<file path="config.mk">
export PLATFORM = sky130hd
export DESIGN_NAME = count_seq_monitor
export DESIGN_NICKNAME = d
export VERILOG_FILES = /design/src/rtl/count_mon_pkg.sv /design/src/rtl/sync_chain.sv /design/src/rtl/count_seq_monitor.sv
export SDC_FILE = /design/constraint.sdc
export NUM_CORES = 1
export LEC_CHECK = 0
export BUFFER_PORTS_ARGS = -buffer_cell sky130_fd_sc_hd__buf_2
export CAP_MARGIN = 20
export CORE_UTILIZATION = 48
export DETAILED_ROUTE_END_ITERATION = 8
export PLACE_DENSITY_LB_ADDON = 0.3
export RECOVER_POWER = 100
export SLEW_MARGIN = 10
export SYNTH_ARGS = -nofsm -noshare
export SYNTH_HDL_FRONTEND = slang
export SYNTH_SLANG_ARGS = --single-unit
</file>
<file path="constraint.sdc">
create_clock -name clk -period 1.7 [get_ports clk]
set_input_delay 0.255 -clock clk [delete_from_list [all_inputs] [get_ports clk]]
set_output_delay 0.255 -clock clk [all_outputs]
set_load 0.02 [all_outputs]
</file>
<file path="src/rtl/count_mon_pkg.sv">
// Shared types and helpers for the count sequence monitor.
// State encoding plus width-generic modular and saturating increment helpers.
package count_mon_pkg;

    typedef enum logic {
        INIT  = 1'b0,
        TRACK = 1'b1
    } state_t;

    // All-ones mask for a field of width w (w up to 32)
    function automatic logic [31:0] width_mask(input int unsigned w);
        logic [31:0] mask;
        if (w >= 32) begin
            mask = '1;
        end else begin
            mask = (32'd1 << w) - 32'd1;
        end
        return mask;
    endfunction

    // Next value of a w-bit up counter, wrapping modulo 2^w
    function automatic logic [31:0] next_cnt(input logic [31:0] v, input int unsigned w);
        return (v + 32'd1) & width_mask(w);
    endfunction

    // w-bit increment that sticks at all-ones
    function automatic logic [31:0] sat_inc(input logic [31:0] v, input int unsigned w);
        logic [31:0] mask;
        mask = width_mask(w);
        if (v >= mask) begin
            return mask;
        end
        return v + 32'd1;
    endfunction

endpackage

</file>
<file path="src/rtl/sync_chain.sv">
// Multi-flop synchroniser for a bus sampled from another timing domain.
// Every stage clears on synchronous reset so post-reset history starts clean.
module sync_chain #(
    parameter int STAGES = 2,
    parameter int W      = 2
) (
    input  logic         clk,
    input  logic         reset,
    input  logic [W-1:0] d,
    output logic [W-1:0] q
);

    logic [W-1:0] stage_reg [STAGES];

    genvar gi;
    generate
        for (gi = 0; gi < STAGES; gi++) begin : g_stage
            if (gi == 0) begin : g_first
                // First stage captures the asynchronous input
                always_ff @(posedge clk) begin
                    if (reset) begin
                        stage_reg[0] <= '0;
                    end else begin
                        stage_reg[0] <= d;
                    end
                end
            end else begin : g_next
                // Later stages shift the sample down the chain
                always_ff @(posedge clk) begin
                    if (reset) begin
                        stage_reg[gi] <= '0;
                    end else begin
                        stage_reg[gi] <= stage_reg[gi-1];
                    end
                end
            end
        end
    endgenerate

    assign q = stage_reg[STAGES-1];

endmodule

</file>
<file path="src/rtl/count_seq_monitor.sv">
// Synchronous checker for a ripple counter running asynchronously to clk.
// Synchronises the count, drops samples that differ from the previous one
// (ripple transients), and checks each accepted change is +1 modulo 2^CNT_W.
// Optional build macro COUNT_SEQ_MONITOR_WRAPCNT_EN adds a saturating
// wrap counter output (wrap_cnt), cleared by clr_err like err_cnt.
module count_seq_monitor
    import count_mon_pkg::*;
#(
    parameter int CNT_W       = 2,
    parameter int SYNC_STAGES = 2,
    parameter int ERR_W       = 8
) (
    input  logic             clk,
    input  logic             reset,
    input  logic [CNT_W-1:0] cnt_in,
    input  logic             clr_err,
    output logic             locked,
    output logic             step,
    output logic             wrap,
    output logic             err_pulse,
    output logic             err_flag,
    output logic [ERR_W-1:0] err_cnt,
`ifdef COUNT_SEQ_MONITOR_WRAPCNT_EN
    output logic [ERR_W-1:0] wrap_cnt,
`endif
    output logic [CNT_W-1:0] ref_cnt
);

    // A sample is only trusted once the chain and prev register hold post-reset data
    localparam int FILL_MAX = SYNC_STAGES + 1;
    localparam int FILL_W   = $clog2(FILL_MAX + 1);
    localparam logic [CNT_W-1:0] CNT_MAX = '1;

    logic [CNT_W-1:0]  sample;
    logic [CNT_W-1:0]  prev_reg;
    logic [FILL_W-1:0] fill_reg;
    logic              primed;
    logic              stable;

    state_t            state_reg;
    logic              locked_reg;
    logic              step_reg;
    logic              wrap_reg;
    logic              err_pulse_reg;
    logic [CNT_W-1:0]  ref_cnt_reg;
    logic              err_flag_reg;
    logic              err_flag_next;
    logic [ERR_W-1:0]  err_cnt_reg;
    logic [ERR_W-1:0]  err_cnt_next;
    logic [ERR_W-1:0]  err_base;

    logic [CNT_W-1:0]  ref_plus1;
    logic              is_step;
    logic              is_wrap;
    logic              is_err;

    sync_chain #(
        .STAGES (SYNC_STAGES),
        .W      (CNT_W)
    ) u_sync (
        .clk   (clk),
        .reset (reset),
        .d     (cnt_in),
        .q     (sample)
    );

    // Previous synchronised sample and post-reset fill tracking
    always_ff @(posedge clk) begin
        if (reset) begin
            prev_reg <= '0;
            fill_reg <= '0;
        end else begin
            prev_reg <= sample;
            if (fill_reg != FILL_W'(FILL_MAX)) begin
                fill_reg <= fill_reg + FILL_W'(1);
            end
        end
    end

    assign primed    = (fill_reg == FILL_W'(FILL_MAX));
    assign stable    = primed && (sample == prev_reg);
    assign ref_plus1 = CNT_W'(next_cnt(32'(ref_cnt_reg), CNT_W));

    // Classify the stable sample against the reference while tracking
    always_comb begin
        is_step = 1'b0;
        is_wrap = 1'b0;
        is_err  = 1'b0;
        if (stable && state_reg == TRACK) begin
            if (sample == ref_plus1) begin
                is_step = 1'b1;
                is_wrap = (ref_cnt_reg == CNT_MAX);
            end else if (sample != ref_cnt_reg) begin
                is_err = 1'b1;
            end
        end
    end

    // Lock/track FSM with registered pulse outputs and reference value
    always_ff @(posedge clk) begin
        if (reset) begin
            state_reg     <= INIT;
            locked_reg    <= 1'b0;
            ref_cnt_reg   <= '0;
            step_reg      <= 1'b0;
            wrap_reg      <= 1'b0;
            err_pulse_reg <= 1'b0;
        end else begin
            step_reg      <= 1'b0;
            wrap_reg      <= 1'b0;
            err_pulse_reg <= 1'b0;
            case (state_reg)
                INIT: begin
                    if (stable) begin
                        ref_cnt_reg <= sample;
                        locked_reg  <= 1'b1;
                        state_reg   <= TRACK;
                    end
                end
                TRACK: begin
                    if (is_step) begin
                        ref_cnt_reg <= sample;
                        step_reg    <= 1'b1;
                        wrap_reg    <= is_wrap;
                    end else if (is_err) begin
                        // Resync so the next check is relative to the new value
                        ref_cnt_reg   <= sample;
                        err_pulse_reg <= 1'b1;
                    end
                end
                default: state_reg <= INIT;
            endcase
        end
    end

    // Clear applies first, so an error in the same cycle still counts
    always_comb begin
        err_base      = clr_err ? '0 : err_cnt_reg;
        err_cnt_next  = is_err ? ERR_W'(sat_inc(32'(err_base), ERR_W)) : err_base;
        err_flag_next = is_err | (~clr_err & err_flag_reg);
    end

    // Sticky error flag and saturating error count
    always_ff @(posedge clk) begin
        if (reset) begin
            err_cnt_reg  <= '0;
            err_flag_reg <= 1'b0;
        end else begin
            err_cnt_reg  <= err_cnt_next;
            err_flag_reg <= err_flag_next;
        end
    end

`ifdef COUNT_SEQ_MONITOR_WRAPCNT_EN
    logic [ERR_W-1:0] wrap_cnt_reg;
    logic [ERR_W-1:0] wrap_base;
    logic [ERR_W-1:0] wrap_cnt_next;

    // Same clear-then-count priority as the error counter
    always_comb begin
        wrap_base     = clr_err ? '0 : wrap_cnt_reg;
        wrap_cnt_next = is_wrap ? ERR_W'(sat_inc(32'(wrap_base), ERR_W)) : wrap_base;
    end

    // Saturating count of accepted wrap steps
    always_ff @(posedge clk) begin
        if (reset) begin
            wrap_cnt_reg <= '0;
        end else begin
            wrap_cnt_reg <= wrap_cnt_next;
        end
    end

    assign wrap_cnt = wrap_cnt_reg;
`else
    // Wrap counter is not built; wraps are reported only by the wrap pulse
`endif

    assign locked    = locked_reg;
    assign step      = step_reg;
    assign wrap      = wrap_reg;
    assign err_pulse = err_pulse_reg;
    assign err_flag  = err_flag_reg;
    assign err_cnt   = err_cnt_reg;
    assign ref_cnt   = ref_cnt_reg;

endmodule
</file>
* Yosys cells after proc, flatten, opt, wreduce, memory -nomap -nowiden
Memories as Yosys holds them, arrays and structs flattened.
Index checks and enable logic that the tools add are counted.
** Word-level totals
- Bits in registers :: 20
- Memory bits (writable) :: 4
- Word-level logic and storage cells :: 62
- Memories kept :: 1
** Operators by class
- Add/sub/neg operators :: 3
- Magnitude comparators :: 1
- Muxes and demuxes :: 23
- Equal/unequal tests :: 8
- Reduce and logical (&&, ||, !) cells :: 7
- Bitwise operators :: 9
** Memories
- u_sync.stage_reg :: depth 2, width 2, read ports 2, clocked after Yosys merged registers in 0, wr ports 2, line sync_chain.sv:13 : logic [W-1:0] stage_reg [STAGES];
** Operators by type and width (count)
- 8-bit two-way mux :: 4
- 1-bit two-way mux :: 13
- 2-bit two-way mux :: 5
- 8-bit by 1-bit adder with 8-bit output, second input constant :: 1
- 8-bit greater-or-equal comparator, second input constant :: 1
- 1-bit inverter :: 5
- 5-bit OR reduction :: 1
- 2-bit by 1-bit adder with 2-bit output, second input constant :: 2
- 2-bit == test :: 2
- 2-bit == test, second input constant :: 2
- 2-bit != test, second input constant :: 2
- 2-bit case mux with 2 select lines :: 1
- 2-bit AND reduction :: 2
- 3-bit by 1-bit != test with 1-bit output, second input constant :: 1
- 1-bit OR :: 3
- 3-bit OR reduction :: 1
- 1-bit logical AND :: 2
- 2-bit != test :: 1
- 2-bit OR reduction :: 1
- 1-bit bitwise AND :: 1

* Depth between registers and ports, before layout
Gate-level depths: netlist of run 1.
- Word-level depth :: 7
- Depth in mapped cells :: 7
- Gate-level depth less buffers :: 7

* Hierarchy
From an unflattened synthesis of run 1, not the netlist that was laid out.
** Second synthesis, totals
- Cell total of the unflattened synthesis :: 108
- Area, all modules :: 1058.5 um^2
** By module, submodules not included
- count_seq_monitor :: cells an instance 100, area each 953.4 um^2, sequential area each 400.4 um^2, times used 1
- sync_chain :: cells an instance 8, area each 105.1 um^2, sequential area each 80.1 um^2, times used 1

* Least setup slack after synthesis of run 1
OpenSTA, ideal clock, no wires.
- Path type :: reg-to-reg
- From :: register err_cnt_reg[0], in the netlist err_cnt[0]
- To :: register err_cnt_reg[3], in the netlist err_cnt[3]
- Arrival time :: 1815 ps
- Clock period less this slack :: 1902 ps
- Cell stages (with the launch flop) :: 7
- Setup slack :: -202 ps
- Path through :: dfxtp_1 -> nor2b_1 -> ha_1 -> and3_1 -> and3_2 -> and2b_1 -> a221oi_2
** Between the ends
- Word-level cells in the longest chain between the ends :: 5
- Elaborated cells between the ends (all ways) :: 6
- Those cells by class :: add/sub (1); order compare (1); mux (4)
** RTL lines
- from (decl) :: line count_seq_monitor.sv:48 : logic [ERR_W-1:0] err_cnt_reg;
- from (signal assigned) :: line count_seq_monitor.sv:149 : err_cnt_reg <= err_cnt_next;
- 8-bit two-way mux (*) :: line count_seq_monitor.sv:138 : err_base = clr_err ? '0 : err_cnt_reg;
- 8-bit greater-or-equal comparator :: line count_mon_pkg.sv:30 : if (v >= mask) begin
- 1-bit two-way mux :: line count_mon_pkg.sv:30
- 8-bit two-way mux (*) :: line count_mon_pkg.sv:33 : return v + 32'd1;
- 8-bit two-way mux (*) :: line count_seq_monitor.sv:139 : err_cnt_next = is_err ? ERR_W'(sat_inc(32'(err_base), ERR_W)) : err_base;
Every way passes the cells marked *; elsewhere a longest branch is shown, timed or not.
A chain may end at the register's enable or synchronous reset.

* Worst setup path in the final report of run 1
- From :: register ref_cnt_reg[1], in the netlist ref_cnt[1]
- To :: register err_cnt_reg[5], in the netlist err_cnt[5]
** Between the ends
- Word-level cells in the longest chain between the ends :: 5
- Elaborated cells between the ends (all ways) :: 7
- Those cells by class :: add/sub (1); eq/ne (2); mux (4)
** RTL lines
- from (decl) :: line count_seq_monitor.sv:45 : logic [CNT_W-1:0] ref_cnt_reg;
- from (signal assigned) :: line count_seq_monitor.sv:115 : ref_cnt_reg <= sample;
- from (signal assigned) :: line count_seq_monitor.sv:122 : ref_cnt_reg <= sample;
- from (signal assigned) :: line count_seq_monitor.sv:127 : ref_cnt_reg <= sample;
- 2-bit by 1-bit adder with 2-bit output / 2-bit != test (equally long branches) :: line count_mon_pkg.sv:23, count_seq_monitor.sv:93
- 2-bit == test / 1-bit two-way mux (equally long branches) :: line count_seq_monitor.sv:90, count_seq_monitor.sv:93
- 1-bit two-way mux (*) :: line count_seq_monitor.sv:90 : if (sample == ref_plus1) begin
- 1-bit two-way mux (*) :: line count_seq_monitor.sv:89 : if (stable && state_reg == TRACK) begin
- 8-bit two-way mux (*) :: line count_seq_monitor.sv:139
Marks and branches as above.

==> impl_metrics.env, run 1 <==
export IMPL_outcome="finished, final reports clean"
export IMPL_dp_cells=164
export IMPL_hold_class="input port to register"
export IMPL_largest_reg_flops=8
export IMPL_nNetsFinal=154
export IMPL_async_flop_share=0
export IMPL_die_x_um=49.7
export IMPL_criticalPathCategory="register to register"
export IMPL_drv_cap=0
export IMPL_grt_pass1_vias=790
export IMPL_holdBufCountCts=0
export IMPL_syn_to_final_growth_pct=31.3
export IMPL_globalRouteOverflowTotal=0
export IMPL_synth_top_area_frac=0.440
export IMPL_synthCells=110
export IMPL_ys_warnings_count=0
export IMPL_rsz0062_at_grt="true"
export IMPL_fin_skew_ps=2.43
export IMPL_synth_area_leaders="dfxtp_1 (44%), nor2b_1 (8.0%), nor2_1 (4.1%), ha_1 (3.4%), and3_1 (2.9%)"
export IMPL_coreArea_um2=2040
export IMPL_place_area_um2=1300
export IMPL_avgSynthCellArea_um2=9.93
export IMPL_p_leak_nw=0.608
export IMPL_antenna_found_initial=0
export IMPL_crit_path_end_kind="register"
export IMPL_start_kind="register"
export IMPL_grt_pass1_wl_um=3480
export IMPL_fin_crit_ps=1650
export IMPL_clock_path_buffers=2
export IMPL_grt_usage=0.188
export IMPL_grt_max_degree=18
export IMPL_synthFlopType="dfxtp_1"
export IMPL_min_period_over_period=0.971
export IMPL_clk_pin_slew_worst_paths_ps=130
export IMPL_yosysMostFrequentCell="dfxtp_1"
export IMPL_path_max_fanout=5
export IMPL_clock_latency_ps=310
export IMPL_final_area_um2=1430
export IMPL_synth_edff_count=0
export IMPL_routed_wl_um=2180
export IMPL_ir_drop_uv=765
export IMPL_crit_arrival_ps=1900
export IMPL_rrSetupSlack_ps=50
export IMPL_dr_total_vias=907
export IMPL_die_y_um=49.7
export IMPL_relSlewSlack=0.475
export IMPL_seq_area_frac_synth=0.440
export IMPL_synth_area_leader_cell="dfxtp_1"
export IMPL_synth_area_um2=1090
export IMPL_drc=0
export IMPL_avgViaCountPerCell=5.27
export IMPL_synth_cell_types=37
export IMPL_wl_per_cell_um=12.7
export IMPL_ant_nets=0
export IMPL_start_util=0.535
export IMPL_final_cells=172
export IMPL_drive_gt1_frac=0.386
export IMPL_die_area_um2=2470
export IMPL_htreeDepth=1
export IMPL_yosys_top_cells_count="dfxtp_1 (24), nor2b_1 (14), nor2_1 (12)"
export IMPL_powerDensity_nw_per_um2=765
export IMPL_diodes=0
export IMPL_slew_viol_final=0
export IMPL_worstPathRequired_ps=1950
export IMPL_core_rowCount=16
export IMPL_cts_buffers=3
export IMPL_clock_fmax_mhz=606
export IMPL_ioPinCount=20
export IMPL_setup_viol=0
export IMPL_ctsRootBufferMaster="clkbuf_4"
export IMPL_max_slew_worst_pin_slew_ps=788
export IMPL_synth_seq_cells=24
export IMPL_hold_viol=0
export IMPL_cts_sinks=24
export IMPL_synth_nets=118
export IMPL_drt_initial_drc_count=9
export IMPL_cts_tree="yes"
export IMPL_firstDrtPassIters=5
export IMPL_place_congestion=0.812
export IMPL_io_buffers=19
-- cell families after synthesis --
group / Yosys count / synth area share
buffers and inverters: 7 / 0.0309
xor gates and xnor gates: 4 / 0.0321
adders and majority gates: 3 / 0.0344
and+or+nand+nor: 52 / 0.286
AOI/OAI and AO/OA: 16 / 0.139
DFF: 24 / 0.440
muxes: 4 / 0.0378
-- metrics by stage --
step	setup slack, ps	power [mW]	TNS [ps]	utilization	hold slack [ps]
detailed placement	-7.97	0.702	-7.97	0.638	442
finish	49.3	1.10	0	0.702	141
CTS	6.31	1.11	0	0.675	130
global route	-42.9	1.15	-51.3	0.702	115
global placement	24.7	0.698	0	0.638	420
floorplan	-23.4	0.672	-23.4	-	338
-- report_power, final --
group	internal, mW	total, mW	switching (mW)	leakage, nW
Combinational	0.0405	0.0905	0.0499	0.383
Clock	0.238	0.408	0.169	0.0279
Sequential	0.584	0.599	0.0143	0.197
-- cell usage in the layout (no fill, tap or decap), types with 4 or more instances in the layout --
master,netlist,routed
buf_2,0,12
a21oi_1,4,4
and3_1,5,4
dfxtp_1,24,19
dfxtp_2,0,5
buf_4,0,11
clkbuf_1,2,9
nor2b_1,14,11
nor2_1,12,12
inv_1,4,4
-- final timing paths --
| kind | cells after the start | endpoint | from |
|---|---|---|---|
| worst max-delay path | 7 | err_cnt[5] | ref_cnt[1] |
| worst min register to register | 1 | u_sync.stage_reg[1][0] | u_sync.stage_reg[0][0] |
| worst min-delay path | 2 | u_sync.stage_reg[0][0] | cnt_in[0] |
| worst max register to register | 7 | err_cnt[5] | ref_cnt[1] |
-- routing by layer --
layer / GRT usage / wire length (um) / up-vias
li1: - / - / 453
met1: 0.238 / 1000 / 428
met2: 0.309 / 1070 / 22
met3: 0.0586 / 87 / 4
met4: 0.0429 / 24 / 0
met5: 0 / 0 / -
-- final cells by class --
cell class / instances / area [um^2]
Multi-Input combinational cell: 79 / 647
Clock inverter: 1 / 30.0
Sequential cell: 24 / 487
Timing Repair Buffer: 34 / 199
Tap cell: 27 / 33.8
Clock buffer: 3 / 22.5
Fill cell: 171 / 608
Inverter: 4 / 15.0
-- critical path, cell delays in order (launching register included) --
cell and delay (ps):
dfxtp_2 360, ha_4 260, and2b_2 230, o21bai_4 130, a21oi_4 90, buf_6 130
and4_1 210, nor3_2 190
-- timing repair --
item                                    4_1_cts  5_1_grt
pin swaps                                     3        4
buffers inserted                              1        3
resized for setup                             2       11
endpoints found under the setup margin        3        7
Note: power is estimated with default switching activity, not from simulation.
==> run 2, diff against run 1 <==
CELL_PAD_IN_SITES_DETAIL_PLACEMENT = 0   (was default)
CELL_PAD_IN_SITES_GLOBAL_PLACEMENT = 1   (was default)
CORE_UTILIZATION = 37   (was 48)
==> run 2 against run 1 <==
  * Clock skew hardly changed
  * Cell count is 2.3% higher
  * Die area is 28% higher
  * Design area is 0.52% higher
  * Clock-buffer cell count stayed put
  * Sequential cell count stayed put
  * Highest routed layer unchanged
==> impl_metrics.env, run 2 (synthesis gave the netlist of run 1 again) <==
export IMPL_crit_arrival_ps=1850
export IMPL_rsz0062_at_grt="true"
export IMPL_final_cell_mix="dfxtp_1 (20), buf_4 (13), nor2_1 (12), clkbuf_1 (12), nor2b_1 (11)"
export IMPL_coreArea_um2=2780
export IMPL_setup_viol=0
export IMPL_cts_sinks=24
export IMPL_hold_depth=2
export IMPL_grt_pass1_wl_um=3840
export IMPL_io_buffers=19
export IMPL_globalRouteOverflowTotal=0
export IMPL_cts_tree="yes"
export IMPL_die_area_um2=3170
export IMPL_hold_class="input port to register"
export IMPL_r2r_cells=6
export IMPL_firstDrtPassIters=4
export IMPL_max_slew_worst_pin_slew_ps=977
export IMPL_crit_start="ref_cnt[0]"
export IMPL_die_y_um=56.3
export IMPL_clk_pin_slew_worst_paths_ps=130
export IMPL_nNetsFinal=154
export IMPL_place_congestion=0.769
export IMPL_die_x_um=56.3
export IMPL_holdBufCountCts=0
export IMPL_grt_usage=0.153
export IMPL_fill_cells=276
export IMPL_relSlewSlack=0.349
export IMPL_clock_path_buffers=2
export IMPL_final_cells=176
export IMPL_grt_max_degree=21
export IMPL_drive_gt1_frac=0.386
export IMPL_fin_skew_ps=2.89
export IMPL_syn_to_final_growth_pct=32.0
export IMPL_pre_cts_slack_ps=-8.63
export IMPL_start_util=0.393
export IMPL_dr_total_vias=893
export IMPL_clock_fmax_mhz=615
export IMPL_ioPinCount=20
export IMPL_criticalPathCategory="register to register"
export IMPL_avgViaCountPerCell=5.07
export IMPL_outcome="finished, final reports clean"
export IMPL_powerDensity_nw_per_um2=764
export IMPL_worstPathRequired_ps=1920
export IMPL_dp_cells=168
export IMPL_htreeDepth=1
export IMPL_wl_per_cell_um=12.6
export IMPL_ctsRootBufferMaster="clkbuf_4"
export IMPL_fin_crit_ps=1630
export IMPL_cts_buffers=3
export IMPL_diodes=0
export IMPL_r2r_start="ref_cnt[0]"
export IMPL_start_kind="register"
export IMPL_drv_cap=0
export IMPL_slew_viol_final=0
export IMPL_antenna_found_initial=0
export IMPL_hold_viol=0
export IMPL_worstHoldStart="cnt_in[1]"
export IMPL_drc=0
export IMPL_routed_wl_um=2230
export IMPL_core_rowCount=19
export IMPL_drt_initial_drc_count=16
export IMPL_ant_nets=0
export IMPL_dp_hpwl_um=1590
export IMPL_grt_pass1_vias=856
export IMPL_largest_reg_flops=8
export IMPL_p_leak_nw=0.596
export IMPL_path_max_fanout=5
export IMPL_clock_latency_ps=310
export IMPL_crit_path_end_kind="register"
export IMPL_min_period_over_period=0.957
export IMPL_final_common_cell="dfxtp_1"
export IMPL_fin_ws_ps=73.1
export IMPL_ir_drop_uv=971
-- run 2: path summary, 6_finish.rpt --
kind	to	slack (ps)
setup / recovery	err_cnt[6]	70
setup reg to reg	err_cnt[6]	70
hold / removal	u_sync.stage_reg[0][1]	150
hold reg to reg	u_sync.stage_reg[1][1]	460
-- run 2: critical path, cell delays in order, from the launching register on --
cell and delay [ps]:
dfxtp_2 360, ha_4 240, and2b_2 240, o21bai_4 70
a21oi_4 170, nand4_1 140, mux2_4 310
-- run 2: area by class of cell --
type	count	area [um^2]	share of cell area
Multi-Input combinational cell	79	662	0.459
Sequential cell	24	485	0.337
Timing Repair Buffer	34	188	0.130
Tap cell	31	38.8	0.0269
Clock inverter	1	30.0	0.0208
Clock buffer	3	22.5	0.0156
Inverter	4	15.0	0.0104
-- run 2: timing repair --
item                                    4_1_cts  5_1_grt
resized for setup                             3       11
endpoints found under the hold margin         0        0
endpoints found under the setup margin        3        9
pin swaps                                     3        3
buffers inserted                              1        3
-- run 2: report_power, final --
part / internal (mW) / switching (mW) / total (mW)
logic: 0.0422 / 0.0506 / 0.0928
registers: 0.584 / 0.0151 / 0.599
clock network: 0.238 / 0.170 / 0.408
total: 0.865 / 0.236 / 1.10
-- run 2: stage by stage --
step	TNS, ps	hold slack (ps)	power [mW]	instance area (um^2)	util
4_1_cts	0	141	1.11	1390	0.498
3_5_place_dp	-8.63	443	0.702	1310	0.470
3_3_place_gp	0	426	0.698	1310	0.470
5_1_grt	-31.3	124	1.16	1440	0.518
6_report	0	150	1.10	1440	0.518
2_1_floorplan	-23.4	338	0.672	1110	-
-- run 2: metal layers --
metal  vias to the layer above  track usage  share of wire  wire length, um
li1                        455            -              -                -
met1                       424        0.196           0.47             1060
met2                        12        0.253           0.49             1090
met3                         2       0.0438          0.030               66
met4                         0       0.0383         0.0072               16
met5                         -            0              0                0
==> run 3, diff against run 2 <==
ABC_CLOCK_PERIOD_IN_PS = 1700   (was default)
PLACE_DENSITY_LB_ADDON = 0.1   (was 0.3)
==> run 3 against run 2 <==
  * Non-clock buffer count fell by 3
  * Sequential share of layout area rose by 1.3 points
  * Setup slack got worse by 39 ps
  * Sequential cell count did not move
  * Via count fell by 3.5%
  * Cell count fell by 1.7%
  * Utilization fell by 1.8 points
  * Clock skew rose by 2.0 ps
  * Clock-buffer cell count rose by 1
  * First-iteration DRC count fell by 44%
==> impl_metrics.env, run 3 (synthesis gave the netlist of run 1 again) <==
export IMPL_outcome="finished, final reports clean"
export IMPL_drive_gt1_frac=0.359
export IMPL_drc=0
export IMPL_place_congestion=0.768
export IMPL_globalRouteOverflowTotal=0
export IMPL_crit_path_end_kind="register"
export IMPL_syn_to_final_growth_pct=27.3
export IMPL_slowest_delay_ps=360
export IMPL_largest_reg_flops=8
export IMPL_avgViaCountPerCell=4.98
export IMPL_firstDrtPassIters=2
export IMPL_cts_sinks=24
export IMPL_dr_total_vias=862
export IMPL_cts_tree="yes"
export IMPL_hold_viol=0
export IMPL_ant_nets=0
export IMPL_diodes=0
export IMPL_clock_path_buffers=2
export IMPL_endpoint="err_cnt[6]"
export IMPL_min_period_over_period=0.980
export IMPL_crit_arrival_ps=1880
export IMPL_switching_share=0.227
export IMPL_r2r_start="ref_cnt[0]"
export IMPL_crit_start="ref_cnt[0]"
export IMPL_final_cell_mix="dfxtp_1 (19), clkbuf_1 (14), nor2_1 (12), nor2b_1 (10), buf_4 (8)"
export IMPL_core_rowCount=19
export IMPL_die_y_um=56.3
export IMPL_nNetsFinal=151
export IMPL_hold_depth=2
export IMPL_clock_fmax_mhz=600
export IMPL_r2r_cells=6
export IMPL_wl_per_cell_um=11.5
export IMPL_ir_drop_uv=566
export IMPL_p_int_mw=0.756
export IMPL_fin_crit_ps=1670
export IMPL_cp_slowest_cell="dfxtp_2"
export IMPL_pwr_share_seq=0.611
export IMPL_grt_max_degree=14
export IMPL_die_area_um2=3170
export IMPL_path_max_fanout=6
export IMPL_rrSetupSlack_ps=30
export IMPL_start_kind="register"
export IMPL_fin_skew_ps=4.91
export IMPL_powerDensity_nw_per_um2=704
export IMPL_crit_chain="ha_4 > and2b_2 > o21bai_4 > a21oi_4 > nand4_1 > mux2_4"
export IMPL_final_common_cell="dfxtp_1"
export IMPL_p_comb_frac=0.092
export IMPL_max_slew_worst_pin_slew_ps=569
export IMPL_drv_cap=0
export IMPL_worstPathRequired_ps=1910
export IMPL_hold_class="input port to register"
export IMPL_drt_initial_drc_count=9
export IMPL_holdBufCountCts=0
export IMPL_grt_usage=0.135
export IMPL_final_cells=173
export IMPL_setup_viol=0
export IMPL_slew_viol_final=0
export IMPL_relSlewSlack=0.620
export IMPL_rsz0062_at_grt="true"
export IMPL_p_leak_nw=0.565
export IMPL_r2r_end="err_cnt[6]"
export IMPL_io_buffers=19
export IMPL_die_x_um=56.3
export IMPL_power_switching_mw=0.223
export IMPL_clock_latency_ps=300
export IMPL_routed_wl_um=2000
export IMPL_clockPowerShare=0.297
export IMPL_coreArea_um2=2780
export IMPL_dp_hpwl_um=1530
export IMPL_antenna_found_initial=0
export IMPL_ioPinCount=20
export IMPL_clk_pin_slew_worst_paths_ps=130
export IMPL_grt_pass1_vias=785
export IMPL_start_util=0.393
export IMPL_criticalPathCategory="register to register"
export IMPL_htreeDepth=1
export IMPL_grt_pass1_wl_um=3390
export IMPL_fin_total_pwr_mw=0.979
export IMPL_dp_cells=169
export IMPL_cts_buffers=3
export IMPL_ctsRootBufferMaster="clkbuf_4"
-- run 3: cell count changes in the layout (fill, tap and decap cells not counted), sizes merged --
cell / change
bufinv: -1
clkbuf: +3
buf: -5
-- run 3: routing by layer --
| layer | vias to the layer above | part of all wire | global-route usage |
|---|---|---|---|
| li1 | 447 | - | - |
| met5 | - | 0 | 0 |
| met1 | 403 | 0.51 | 0.175 |
| met2 | 10 | 0.46 | 0.219 |
| met4 | 0 | 0.0090 | 0.0314 |
| met3 | 2 | 0.022 | 0.0415 |
-- run 3: power groups by stage --
stage	registers (mW)	logic, mW	clock network (mW)
after CTS	0.598	0.0942	0.311
after global routing	0.602	0.101	0.328
after detailed placement	0.610	0.0930	0
after floorplan	0.611	0.0610	0
after global placement	0.609	0.0898	0
final	0.598	0.0902	0.290
-- run 3: timing repair --
item	in CTS	in global routing
setup buffers	0	0
endpoints found under the setup margin	2	5
gates cloned	0	0
resized for setup	4	10
pin swaps	2	6
-- run 3: per-stage QoR --
step                utilization  setup TNS [ps]  hold WS [ps]  setup WS, ps  instance area, um^2
global route              0.500           -60.7           146         -29.3                 1390
floorplan                     -           -23.4           338         -23.4                 1110
CTS                       0.493               0           145          4.97                 1370
detailed placement        0.473           -32.4           430         -22.0                 1320
global placement          0.473               0           422          16.1                 1320
finish                    0.500               0           157          33.8                 1390
-- run 3: worst max-delay path: cells and delay by family (launching register included) --
family / cells / cell delay (ps)
simple gates: 2 / 390
fa+ha+maj: 1 / 230
compound gates: 2 / 270
mux: 1 / 310
flops: 1 / 360
-- run 3: cell type report --
| type | instances | area, um^2 |
|---|---|---|
| Multi-Input combinational cell | 79 | 643 |
| Sequential cell | 24 | 487 |
| Fill cell | 274 | 1390 |
| Timing Repair Buffer | 31 | 170 |
| Clock buffer | 4 | 36.3 |
| Tap cell | 31 | 38.8 |
| Inverter | 4 | 15.0 |
-- run 3: how the worst min path moves through the flow --
stage                           startpoint                      to
floorplan                            reset                    step
global placement    u_sync.stage_reg[0][0]  u_sync.stage_reg[1][0]
detailed placement  u_sync.stage_reg[0][0]  u_sync.stage_reg[1][0]
CTS                              cnt_in[0]  u_sync.stage_reg[0][0]
global route                     cnt_in[1]  u_sync.stage_reg[0][1]
finish                           cnt_in[1]  u_sync.stage_reg[0][1]
